$ cat src/rtl/sd_arbiter.sv
// sd_arbiter: round-robin two-port arbiter in front of the SD block cache, with a transaction watchdog.
// One transaction at a time; ready/error pulses are returned only to the granted port.
module sd_arbiter #(
    parameter logic [23:0] TIMEOUT = 24'hFFFFFF
) (
    input  logic        clk,
    input  logic        reset,
    input  logic        rq0_read,
    input  logic        rq0_write,
    input  logic [31:0] rq0_addr,
    input  logic [7:0]  rq0_wdata,
    output logic [7:0]  rq0_rdata,
    output logic        rq0_ready,
    output logic        rq0_error,
    input  logic        rq1_read,
    input  logic        rq1_write,
    input  logic [31:0] rq1_addr,
    input  logic [7:0]  rq1_wdata,
    output logic [7:0]  rq1_rdata,
    output logic        rq1_ready,
    output logic        rq1_error,
    output logic        cache_read,
    output logic        cache_write,
    output logic [31:0] cache_addr,
    output logic [7:0]  cache_wdata,
    input  logic [7:0]  cache_rdata,
    input  logic        cache_ready,
    output logic        grant,
    output logic        busy
);
    typedef enum logic [1:0] {IDLE, ISSUE, DONE} state_t;
    state_t      state;
    logic        last_grant;
    logic        op_write;
    logic [23:0] counter;
    logic        pend0, pend1, sel, timed_out;
    always_comb begin
        pend0     = rq0_read | rq0_write;
        pend1     = rq1_read | rq1_write;
        sel       = (pend0 & pend1) ? ~last_grant : pend1;
        timed_out = (TIMEOUT != 24'd0) && (counter == TIMEOUT - 24'd1);
    end
    // Strobes drop in the ready cycle so the cache never sees a second request.
    assign cache_read  = (state == ISSUE) & ~op_write & ~cache_ready;
    assign cache_write = (state == ISSUE) &  op_write & ~cache_ready;
    assign busy        = (state != IDLE);
    always_ff @(posedge clk) begin
        if (reset) begin
            state       <= IDLE;
            last_grant  <= 1'b1;
            grant       <= 1'b0;
            op_write    <= 1'b0;
            counter     <= 24'd0;
            cache_addr  <= 32'd0;
            cache_wdata <= 8'd0;
            rq0_rdata   <= 8'd0;
            rq1_rdata   <= 8'd0;
            rq0_ready   <= 1'b0;
            rq1_ready   <= 1'b0;
            rq0_error   <= 1'b0;
            rq1_error   <= 1'b0;
        end else begin
            rq0_ready <= 1'b0;
            rq1_ready <= 1'b0;
            rq0_error <= 1'b0;
            rq1_error <= 1'b0;
            case (state)
                IDLE: if (pend0 | pend1) begin
                    op_write    <= sel ? rq1_write : rq0_write;
                    cache_addr  <= sel ? rq1_addr : rq0_addr;
                    cache_wdata <= sel ? rq1_wdata : rq0_wdata;
                    grant       <= sel;
                    last_grant  <= sel;
                    counter     <= 24'd0;
                    state       <= ISSUE;
                end
                ISSUE: begin
                    counter <= counter + 24'd1;
                    if (cache_ready) begin
                        rq0_ready <= ~grant;
                        rq1_ready <= grant;
                        if (!op_write && !grant) rq0_rdata <= cache_rdata;
                        if (!op_write && grant) rq1_rdata <= cache_rdata;
                        state <= DONE;
                    end else if (timed_out) begin
                        rq0_error <= ~grant;
                        rq1_error <= grant;
                        state     <= DONE;
                    end
                end
                default: state <= IDLE;
            endcase
        end
    end
endmodule

$ cat config.mk
export PLATFORM = sky130hd
export DESIGN_NAME = sd_arbiter
export DESIGN_NICKNAME = d
export VERILOG_FILES = /design/src/rtl/sd_arbiter.sv
export SDC_FILE = /design/constraint.sdc
export NUM_CORES = 1
export LEC_CHECK = 0
export ABC_CLOCK_PERIOD_IN_PS = 1550
export BUFFER_PORTS_ARGS = -buffer_cell sky130_fd_sc_hd__buf_2
export CAP_MARGIN = 30
export CELL_PAD_IN_SITES_DETAIL_PLACEMENT = 0
export CELL_PAD_IN_SITES_GLOBAL_PLACEMENT = 1
export CORE_ASPECT_RATIO = 1.5
export CORE_MARGIN = 3
export CORE_UTILIZATION = 33
export CTS_CLUSTER_DIAMETER = 120
export DETAILED_ROUTE_END_ITERATION = 8
export PLACE_DENSITY = 0.73
export RECOVER_POWER = 50
export SYNTH_ARGS = -nofsm -noshare
export SYNTH_HDL_FRONTEND = slang
export SYNTH_SLANG_ARGS = --single-unit
$ cat constraint.sdc
create_clock -name clk -period 1.55 [get_ports clk]
set_clock_uncertainty 0.2 [all_clocks]
set_input_delay 0.0775 -clock clk [delete_from_list [all_inputs] [get_ports clk]]
set_output_delay 0.0775 -clock clk [all_outputs]
set_load 0.05 [all_outputs]
==> impl_metrics.toml <==
[synth]
synth_top_area_share = 0.427
synth-edff-count = 0
yosys_register_bits = 89
synth.cell_area_sq_um = 4170
yosysTopAreaCell = "sky130_fd_sc_hd__dfxtp_1"
net_count_after_synthesis = 517
synthFlopType = "sky130_fd_sc_hd__dfxtp_1"
netlist_instances = 420
synth_sequential_area_ratio = 0.427
post_synth.cell_area_avg_sq_um = 9.93
synthArstFlopShare = 0
synth_cell_type_count = 45
netlist_top_cells_area = "sky130_fd_sc_hd__dfxtp_1, sky130_fd_sc_hd__mux2i_1, sky130_fd_sc_hd__a211oi_2"
yosys_warnings = 0

[layout]
area_growth_syn_to_fin_pct = 89.9
final_util = 0.649
post_route_cells_drive_above_1_share = 0.529
fillCellCount = 860
final_area_sq_um = 7920
design.final.nets = 857
stdcell_count = 918

[route]
first_pass_iters = 4
drt-wirelength-per-cell_um = 18.5
routed-via-count = 4750
finalWirelength_um = 17000
drt-initial-drc-count = 156
ant_nets = 0
post-route-drc-count = 0
avgViaCountPerCell = 5.17

[die]
floorplan.initialDensity = 0.342
die_h_um = 144
core.rowCount = 49
die_footprint_sq_um = 14000
core_region_area_sq_um = 12200
die_w_um = 97.8
ios = 159

[worst_setup_path]
timing.critical_path.buf_inv = 2
timing.setup.critical_path_class = "register to register"
end_kind = "register"
critical-path-slowest-cell = "sky130_fd_sc_hd__or4_4"
path_max_fanout = 3
arrival_ns = 1.80
largest_stage_delay_on_the_critical_path_ns = 0.49
critPathRequiredTime_ns = 1.62
timing.critical_path.max_delay_family = "simple AND/OR/NAND/NOR gates"
crit_path_cell_trace = "buf_6 -> nor2b_4 -> buf_6 -> nand3_2 -> or4_4 -> a21oi_2"
critical_path.startpoint_type = "register"
worst_path_most_repeated_cell = "sky130_fd_sc_hd__buf_6"

[global_route]
grt_max_degree = 45
grt.overflow.total = 0
grt_pass1_wl_um = 24300
grt_antenna_before_repair = 1
total_global_routing_track_utilization = 0.217
grt_pass1_vias = 4858

[clock_network]
clk_pin_slew_ns = 0.06
clock_sink_count = 89
numCtsBuffers = 9
cts_tree = "built"
clk-insertion-delay-late_ns = 0.33
clock_tree.htree_level_count = 3
cts.path.max_buffers = 2
cts_root_buffer = "sky130_fd_sc_hd__clkbuf_16"

[timing]
setup_repair_after_global_routing_missed_its_margin = "yes"
worst_slew_pin_slew_ns = 0.618
max_clock_freq_ghz = 0.579
finalCritPeriodShare = 1.11
timing.final.setup_violations = 71
hold_viol_final = 0
finalWorstPathRequiredPeriod_ns = 1.73
final_critical_path_setup_slack_ns = -0.177
max_slew_margin = 0.590
final_report_max_slew_violation_count = 0

[place]
dpl-instance-area_sq_um = 5630
routabilityCongestion = 0.846
dp_hpwl_um = 8670
dp_slack_ns = -0.267
number_of_buffer_cells_added_on_primary_ports = 158
dp.cells = 768

[pwr]
power.static_leakage_uw = 0.00358
peak_supply_drop_v = 0.000531
power_density_nw_per_um2 = 931

[hold_path]
min-delay-path-class = "input port to register"

[flow_run]
max_cap_viol_count = 0

[status]
violations_in_the_final_reports = "negative setup slack"
outcome = "finished with violations"
synth_stat cells, types with 2 or more instances:
cell type	instances
sky130_fd_sc_hd__nand3_1	8
sky130_fd_sc_hd__o311ai_0	2
sky130_fd_sc_hd__or2_2	2
sky130_fd_sc_hd__dfxtp_1	89
sky130_fd_sc_hd__clkbuf_1	11
sky130_fd_sc_hd__nor3_1	3
sky130_fd_sc_hd__a31oi_1	3
sky130_fd_sc_hd__nand4_4	2
sky130_fd_sc_hd__or4b_1	2
sky130_fd_sc_hd__inv_1	4
sky130_fd_sc_hd__nor2_1	65
sky130_fd_sc_hd__and4_1	5
sky130_fd_sc_hd__buf_1	2
sky130_fd_sc_hd__o211ai_1	9
sky130_fd_sc_hd__nand4_1	7
sky130_fd_sc_hd__o21ai_0	5
sky130_fd_sc_hd__buf_6	6
sky130_fd_sc_hd__mux2i_1	56
sky130_fd_sc_hd__or4_1	6
sky130_fd_sc_hd__and4b_1	2
sky130_fd_sc_hd__buf_2	11
sky130_fd_sc_hd__o311ai_1	4
sky130_fd_sc_hd__nand2_1	14
sky130_fd_sc_hd__ha_1	2
sky130_fd_sc_hd__or3_1	11
sky130_fd_sc_hd__a211oi_2	40
sky130_fd_sc_hd__a21oi_1	27
sky130_fd_sc_hd__and2_1	4
sky130_fd_sc_hd__nand2b_1	2
metrics by stage:
step | setup TNS [ns] | hold slack (ns) | power (uW)
6_report | -4.57 | 0.0255 | 7380
3_3_place_gp | -6.81 | 0.122 | 4350
5_1_grt | -9.11 | 0.0523 | 7660
2_1_floorplan | -0.620 | 0.00142 | 3860
4_1_cts | -5.53 | 0.00283 | 7130
3_5_place_dp | -8.61 | 0.135 | 4380
layer usage:
metal,GRT usage,wire length (um),share of wire
met1,0.225,6240,0.37
met2,0.411,9210,0.54
met3,0.0495,790,0.047
met4,0.0992,721,0.042
met5,0,0,0
placed cells by master, fill, tap and decap left out, types with 12 or more instances in the layout:
cell type	count
sky130_fd_sc_hd__dfxtp_1	76
sky130_fd_sc_hd__buf_4	55
sky130_fd_sc_hd__a21oi_1	20
sky130_fd_sc_hd__buf_2	120
sky130_fd_sc_hd__nor2_1	44
sky130_fd_sc_hd__buf_6	32
sky130_fd_sc_hd__nor2_2	18
sky130_fd_sc_hd__clkbuf_16	15
sky130_fd_sc_hd__dfxtp_2	12
sky130_fd_sc_hd__dlygate4sd3_1	90
sky130_fd_sc_hd__clkbuf_2	28
sky130_fd_sc_hd__a211oi_2	40
sky130_fd_sc_hd__mux2i_1	50
layout make-up:
| class | count | area, sq um | area share |
|---|---|---|---|
| sequential | 89 | 1800 | 0.227 |
| tap | 153 | 191 | 0.0242 |
| multi-input combinational | 297 | 2540 | 0.320 |
| antenna | 1 | 2.50 | 0.000316 |
| inverter | 4 | 15.0 | 0.00190 |
| clock inverter | 4 | 33.8 | 0.00426 |
| timing repair buffer | 359 | 3080 | 0.388 |
| clock buffer | 11 | 264 | 0.0333 |
worst paths after layout:
kind | from | end | slack, ns | cells past startpoint
setup / recovery | state[0]$_SDFFE_PP0P_ | counter[22]$_SDFFE_PP0P_ | -0.18 | 6
hold reg to reg | rq0_rdata[2]$_SDFFE_PP0P_ | rq0_rdata[2]$_SDFFE_PP0P_ | 0.29 | 2
setup reg to reg | state[0]$_SDFFE_PP0P_ | counter[22]$_SDFFE_PP0P_ | -0.18 | 6
hold / removal | reset | counter[1]$_SDFFE_PP0P_ | 0.03 | 2
report_power, final:
group          switching (uW)  total (uW)  internal, uW
sequential                115        2570          2460
clock                     909        2140          1230
combinational            1450        2670          1220
cell families (layout without fill, tap and decap cells):
kind of cell / count (synthesis) / in the layout / synth area share
simple gates: 142 / 143 / 0.183
compound gates: 95 / 95 / 0.201
flops: 89 / 89 / 0.427
mux: 56 / 56 / 0.134
buf+inv: 35 / 378 / 0.0465
fa+ha+maj: 2 / 2 / 0.00600
xor+xnor: 1 / 1 / 0.00210
other cells: 0 / 1 / 0
worst reg2reg max path, stage by stage (launching register included):
cell and delay (ns):
sky130_fd_sc_hd__dfxtp_2 0.34, sky130_fd_sc_hd__buf_6 0.11, sky130_fd_sc_hd__nor2b_4 0.17, sky130_fd_sc_hd__buf_6 0.13, sky130_fd_sc_hd__nand3_2 0.10, sky130_fd_sc_hd__or4_4 0.49, sky130_fd_sc_hd__a21oi_2 0.12
flip-flops by register name (all words and copies together) (netlist names), 2 cells and up:
signal / cells
rq0_rdata: 8
cache_wdata: 8
cache_addr: 32
counter: 24
state: 2
rq1_rdata: 8
what timing repair did:
| item | 4_1_cts | 5_1_grt |
|---|---|---|
| endpoints found under the setup margin | 86 | 89 |
| hold buffers | 91 | 0 |
| pin swaps | 23 | 46 |
| hold endpoints to repair | 59 | 0 |
| buffers inserted | 20 | 15 |
| gates cloned | 10 | 6 |
| resized for setup | 76 | 70 |
Power figures use the tool's default switching activity.
